--- src/rtl/nibble_serial_subtractor_pkg.sv ---
`default_nettype none
// ============================================================================
//  Module   : nibble_serial_subtractor_pkg
//  Brief    : Shared datapath definitions for the nibble-serial subtractor:
//             slice width, controller states and the status flag bundle.
//  Revision : 1.0  initial release
// ============================================================================
package nibble_serial_subtractor_pkg;

    // Width of one borrow-chain slice; operands are processed this many bits
    // per clock.
    localparam int c_NIBBLE_W = 4;

    // Controller states.
    typedef enum logic [0:0] {
        ST_IDLE = 1'b0,
        ST_RUN  = 1'b1
    } state_t;

    // Flag bundle in the order the status register consumes it.
    typedef struct packed {
        logic ovf;
        logic neg;
        logic zero;
        logic borrow_out;
    } flags_t;

    // Assemble the flag bundle from the individual flag terms.
    function automatic flags_t make_flags(input logic ovf, input logic neg,
                                          input logic zero, input logic borrow_out);
        flags_t f;
        f.ovf        = ovf;
        f.neg        = neg;
        f.zero       = zero;
        f.borrow_out = borrow_out;
        return f;
    endfunction

endpackage
`default_nettype wire

--- src/rtl/borrow_subtractor4.sv ---
`default_nettype none
// ============================================================================
//  Module   : borrow_subtractor4
//  Brief    : Combinational 4-bit ripple-borrow subtract slice,
//             d = x - y - bin, built from per-bit full subtractors.
//  Revision : 1.0  initial release
// ============================================================================
module borrow_subtractor4 (
    input  logic [3:0] x,
    input  logic [3:0] y,
    input  logic       bin,
    output logic [3:0] d,
    output logic       bout
);

    // w_borrow[i] is the borrow into bit i; w_borrow[4] leaves the slice.
    logic [4:0] w_borrow;

    assign w_borrow[0] = bin;

    // One full subtractor per bit: borrow when y + bin exceeds x at that bit.
    for (genvar i = 0; i < 4; i++) begin : g_bit
        assign d[i]          = x[i] ^ y[i] ^ w_borrow[i];
        assign w_borrow[i+1] = (~x[i] & y[i]) | (~(x[i] ^ y[i]) & w_borrow[i]);
    end

    assign bout = w_borrow[4];

endmodule
`default_nettype wire

--- src/rtl/nibble_serial_subtractor.sv ---
`default_nettype none
// ============================================================================
//  Module   : nibble_serial_subtractor
//  Brief    : Multicycle A - B, one nibble per clock LSB first through a
//             single 4-bit borrow slice, with start/done handshake and
//             registered result and flags.
//  Revision : 1.0  initial release
// ============================================================================
module nibble_serial_subtractor
    import nibble_serial_subtractor_pkg::*;
#(
    parameter int WIDTH = 16
) (
    input  logic             clk,
    input  logic             rst_n,
    input  logic             start,
    input  logic [WIDTH-1:0] a,
    input  logic [WIDTH-1:0] b,
    output logic             busy,
    output logic             done,
    output logic [WIDTH-1:0] diff,
    output logic             borrow_out,
    output logic             zero,
    output logic             neg,
    output logic             ovf
);

    localparam int c_NIBBLES = WIDTH / c_NIBBLE_W;
    localparam int c_IDX_W   = (c_NIBBLES > 1) ? $clog2(c_NIBBLES) : 1;
    localparam logic [c_IDX_W-1:0] c_LAST_IDX = c_IDX_W'(c_NIBBLES - 1);

    if ((WIDTH % c_NIBBLE_W) != 0) begin : g_width_check
        $error("nibble_serial_subtractor: WIDTH must be a multiple of 4");
    end

    state_t               r_state;
    logic [c_IDX_W-1:0]   r_idx;
    logic [WIDTH-1:0]     r_a;
    logic [WIDTH-1:0]     r_b;
    logic                 r_borrow;
    logic [WIDTH-1:0]     r_diff;
    flags_t               r_flags;
    logic                 r_busy;
    logic                 r_done;

    logic [c_NIBBLE_W-1:0] w_a_nibs [c_NIBBLES];
    logic [c_NIBBLE_W-1:0] w_b_nibs [c_NIBBLES];
    logic [c_NIBBLE_W-1:0] w_d;
    logic                  w_bout;
    logic [WIDTH-1:0]      w_diff_next;
    logic                  w_last;
    logic                  w_ovf;

    // Split latched operands into nibbles and merge the fresh slice result
    // into the current nibble position of the running difference.
    for (genvar n = 0; n < c_NIBBLES; n++) begin : g_nib
        assign w_a_nibs[n] = r_a[n*c_NIBBLE_W +: c_NIBBLE_W];
        assign w_b_nibs[n] = r_b[n*c_NIBBLE_W +: c_NIBBLE_W];
        assign w_diff_next[n*c_NIBBLE_W +: c_NIBBLE_W] =
            (r_idx == c_IDX_W'(n)) ? w_d : r_diff[n*c_NIBBLE_W +: c_NIBBLE_W];
    end

    // The single shared slice, fed by the nibble selected by idx.
    borrow_subtractor4 u_slice (
        .x    (w_a_nibs[r_idx]),
        .y    (w_b_nibs[r_idx]),
        .bin  (r_borrow),
        .d    (w_d),
        .bout (w_bout)
    );

    assign w_last = (r_idx == c_LAST_IDX);

    // Signed overflow uses the latched operand MSBs, not the live inputs.
    assign w_ovf = (r_a[WIDTH-1] ^ r_b[WIDTH-1]) & (w_diff_next[WIDTH-1] ^ r_a[WIDTH-1]);

    // Controller and datapath: accept in IDLE, one nibble per edge in RUN,
    // flags and done on the final nibble.
    always_ff @(posedge clk or negedge rst_n) begin
        if (!rst_n) begin
            r_state  <= ST_IDLE;
            r_idx    <= '0;
            r_a      <= '0;
            r_b      <= '0;
            r_borrow <= 1'b0;
            r_diff   <= '0;
            r_flags  <= '0;
            r_busy   <= 1'b0;
            r_done   <= 1'b0;
        end else begin
            r_done <= 1'b0;
            case (r_state)
                ST_IDLE: begin
                    if (start) begin
                        r_a      <= a;
                        r_b      <= b;
                        r_borrow <= 1'b0;
                        r_idx    <= '0;
                        r_diff   <= '0;
                        r_flags  <= '0;
                        r_busy   <= 1'b1;
                        r_state  <= ST_RUN;
                    end
                end
                ST_RUN: begin
                    r_diff   <= w_diff_next;
                    r_borrow <= w_bout;
                    if (w_last) begin
                        r_flags <= make_flags(w_ovf, w_diff_next[WIDTH-1],
                                              ~|w_diff_next, w_bout);
                        r_done  <= 1'b1;
                        r_busy  <= 1'b0;
                        r_idx   <= '0;
                        r_state <= ST_IDLE;
                    end else begin
                        r_idx <= r_idx + 1'b1;
                    end
                end
                default: r_state <= ST_IDLE;
            endcase
        end
    end

    assign busy       = r_busy;
    assign done       = r_done;
    assign diff       = r_diff;
    assign borrow_out = r_flags.borrow_out;
    assign zero       = r_flags.zero;
    assign neg        = r_flags.neg;
    assign ovf        = r_flags.ovf;

endmodule
`default_nettype wire

--- config.mk ---
export PLATFORM = sky130hd
export DESIGN_NAME = nibble_serial_subtractor
export DESIGN_NICKNAME = d
export VERILOG_FILES = /design/src/rtl/nibble_serial_subtractor_pkg.sv /design/src/rtl/borrow_subtractor4.sv /design/src/rtl/nibble_serial_subtractor.sv
export SDC_FILE = /design/constraint.sdc
export NUM_CORES = 1
export LEC_CHECK = 0
export ABC_CLOCK_PERIOD_IN_PS = 3500
export CAP_MARGIN = 10
export CORE_ASPECT_RATIO = 0.6
export CORE_UTILIZATION = 35
export CTS_BUF_LIST = sky130_fd_sc_hd__clkbuf_16
export DETAILED_ROUTE_END_ITERATION = 10
export PLACE_DENSITY_LB_ADDON = 0.05
export SETUP_SLACK_MARGIN = 0.5
export SLEW_MARGIN = 20
export SYNTH_ARGS = -nofsm -noshare
export SYNTH_HDL_FRONTEND = slang
export SYNTH_SLANG_ARGS = --single-unit
--- constraint.sdc ---
create_clock -name clk -period 3.5 [get_ports clk]
set_input_delay 0.7 -clock clk [delete_from_list [all_inputs] [get_ports clk]]
set_output_delay 0.7 -clock clk [all_outputs]
set_load 0.02 [all_outputs]
==> reports/results.ini <==
[run_status]
outcome = finished, final reports clean

[placement]
place_congestion = 0.707
dpl.hpwl_um = 4130
place_area_um2 = 3310
port-buffer-count = 56
dpl.cell_count = 347

[drt]
drc = 0
routed_via_density = 4.84
vias = 1766
first_iter_violations = 116
drtPass1Iterations = 4
postRouteAntennaNets = 0
totalWireLength_um = 5760
wl_per_cell_um = 15.8

[power]
power.density_nw_per_um2 = 1100
netSwitchingFraction = 0.382
ir_drop_uv = 495
p_comb_frac = 0.508
p_switching_mw = 1.51
p_leak_nw = 1.54
pwr-share-clk = 0.188
seqPwrFrac = 0.304
p_int_mw = 2.43

[worst_setup_path]
start_kind = flip-flop
end_kind = flip-flop
arrival_ns = 3.26
rrSetupSlack_ns = 0.49
worstSetupPathType = reg2reg
required_ns = 3.75
crit_fanout = 8

[floorplanning]
die_h_um = 69.0
die_x_um = 114
start_util = 0.377
core.rowCount = 23
dieArea_um2 = 7830
io_pins = 57
coreArea_um2 = 6940

[sta]
period_share = 0.860
max_slew.worst_pin.slew_ns = 0.603
setup_violations = 0
grt_setup_unrepaired = yes
drv_slew = 0
fin_setup_tns_ns = 0
hold_violations = 0
max-slew-margin-rel = 0.593
period_needed_ns = 3.01
hold_slack_ns = 0.308
fmax_mhz = 332
fin_worst_skew_ns = 0.00699

[job]
cap_viol_max_count = 0

[synthesis]
synth_edf_count = 0
synth.lib_cells_used.distinct = 33
yosysTopAreaCellShare = 0.555
synthAdderAreaFrac = 0.0498
synthCells = 194
synth_top_family_by_area = multiplexers
synth_ff_type = dfrtp_1
synth-xor-area-share = 0
yosys-top-cells-area = dfrtp_1 (56%), mux2_1 (12%), mux4_2 (6.9%), fa_1 (3.1%), nand2_1 (2.9%)
synth_compound_area_frac = 0.0722
syn_avg_cell_area_um2 = 13.5
yosysTopAreaCell = dfrtp_1
syn_nets = 237
synth-seq-area-share = 0.555
yosys_warnings = 0
muxShareOfSynthArea = 0.222
synth-simple-area-share = 0.0651
synth_seq_cells = 58
async_flop_share = 1.00
syn-cell-area_um2 = 2620

[global_routing]
grt_pass1_wl_um = 9630
overflow = 0
grt_pass1_vias = 1815
grt_util_all_layers = 0.171
antenna_found_initial = 0
grt_max_degree = 42

[clocking]
ctsHoldBuffers = 0
insertion_delay_ns = 0.32
path_clk_slew_ns = 0.05
htreeDepth = 3
cts_tree = yes
cts_buffers = 9
clock_path_buffers = 2
root_buffer = clkbuf_16
clock_sinks = 58

[cells_and_area]
layout_commonest_cell = dfrtp_1
layout_common_cells = dfrtp_1 (58), clkdlybuf4s50_1 (55), mux2_1 (27)
fin_cells = 365
insertedDiodeCount = 0
syn_to_final_growth_pct = 37.0
final_nets = 303
drive_above_1_share = 0.166
finish.instance_area_um2 = 3580

[min_path]
hold_class = in2async

cells in the mapped netlist (2+ instances only):
| master | instances |
|---|---|
| nand3_1 | 2 |
| buf_2 | 3 |
| fa_1 | 4 |
| inv_1 | 11 |
| clkbuf_1 | 2 |
| dfrtp_1 | 58 |
| ha_1 | 4 |
| nand2b_1 | 3 |
| nor2_1 | 4 |
| buf_4 | 3 |
| mux2_2 | 5 |
| or3_1 | 2 |
| mux2i_1 | 4 |
| o2bb2ai_1 | 3 |
| a22o_1 | 2 |
| mux4_2 | 8 |
| mux2_1 | 27 |
| a32o_1 | 4 |
| o21ai_0 | 12 |
| nand2_1 | 20 |
metal layers:
metal | part of all wire | GRT usage | vias to the layer above
li1 | - | - | 827
met1 | 0.54 | 0.252 | 888
met2 | 0.40 | 0.228 | 49
met3 | 0.057 | 0.0594 | 2
met4 | 0.0043 | 0.0641 | 0
met5 | 0 | 0 | -
critical path, stage by stage, from the launching register on:
cell and delay, ns:
dfrtp_1 0.40, mux4_2 0.53, fa_2 0.35, fa_2 0.34, fa_2 0.34, inv_2 0.06, fa_2 0.50, and4b_1 0.28
a32o_1 0.14
final cells by class:
| class | instances | area, um2 |
|---|---|---|
| well taps | 100 | 125 |
| flip-flops and latches | 58 | 1450 |
| fillers | 609 | 3350 |
| multi-input cells | 115 | 1090 |
| clock buffers | 9 | 225 |
| repair buffers | 64 | 619 |
| clock inverters | 7 | 30.0 |
| inverters | 12 | 45.0 |
path summary, 6_finish.rpt:
path	cells after the start	to	start
max	8	zero	r_idx[0]
min	1	r_b[11]	rst_n
max reg2reg	8	zero	r_idx[0]
min reg2reg	1	r_b[2]	r_b[2]
max in group asynchronous	2	zero	rst_n
min in group clk	1	r_b[2]	r_b[2]
flip-flops by register name, indices dropped and copies added, names as in the netlist:
| register | flops |
|---|---|
| r_borrow | 1 |
| r_state | 1 |
| r_idx | 2 |
| zero | 1 |
| r_b | 16 |
| r_a | 16 |
| busy | 1 |
| diff | 16 |
| ovf | 1 |
| done | 1 |
| borrow_out | 1 |
| neg | 1 |
power groups by stage:
stage	sequential, mW	combinational, mW	clock [mW]
finish	1.20	2.00	0.741
global placement	1.21	1.91	0
CTS	1.20	1.98	0.762
global route	1.24	2.21	0.796
floorplan	1.21	1.31	0
detailed placement	1.20	1.92	0
kinds of logic after synthesis:
logic type / count (synthesis)
muxes: 44
adders and majority gates: 8
DFF: 58
AOI/OAI and AO/OA: 27
and+or+nand+nor: 36
buffers and inverters: 21
what timing repair did:
item / 4_1_cts / 5_1_grt
setup buffers: 1 / 1
pin swaps: 2 / 3
setup endpoints to repair: 6 / 6
gates resized for setup: 3 / 0
per-stage QoR:
step / utilization / total power [mW] / setup WS (ns)
after global routing: 0.517 / 4.25 / 0.369
after detailed placement: 0.477 / 3.13 / 0.390
final: 0.517 / 3.94 / 0.489
after CTS: 0.516 / 3.94 / 0.444
after floorplan: - / 2.52 / 0.354
after global placement: 0.477 / 3.12 / 0.423
Power figures use the tool's default switching activity.
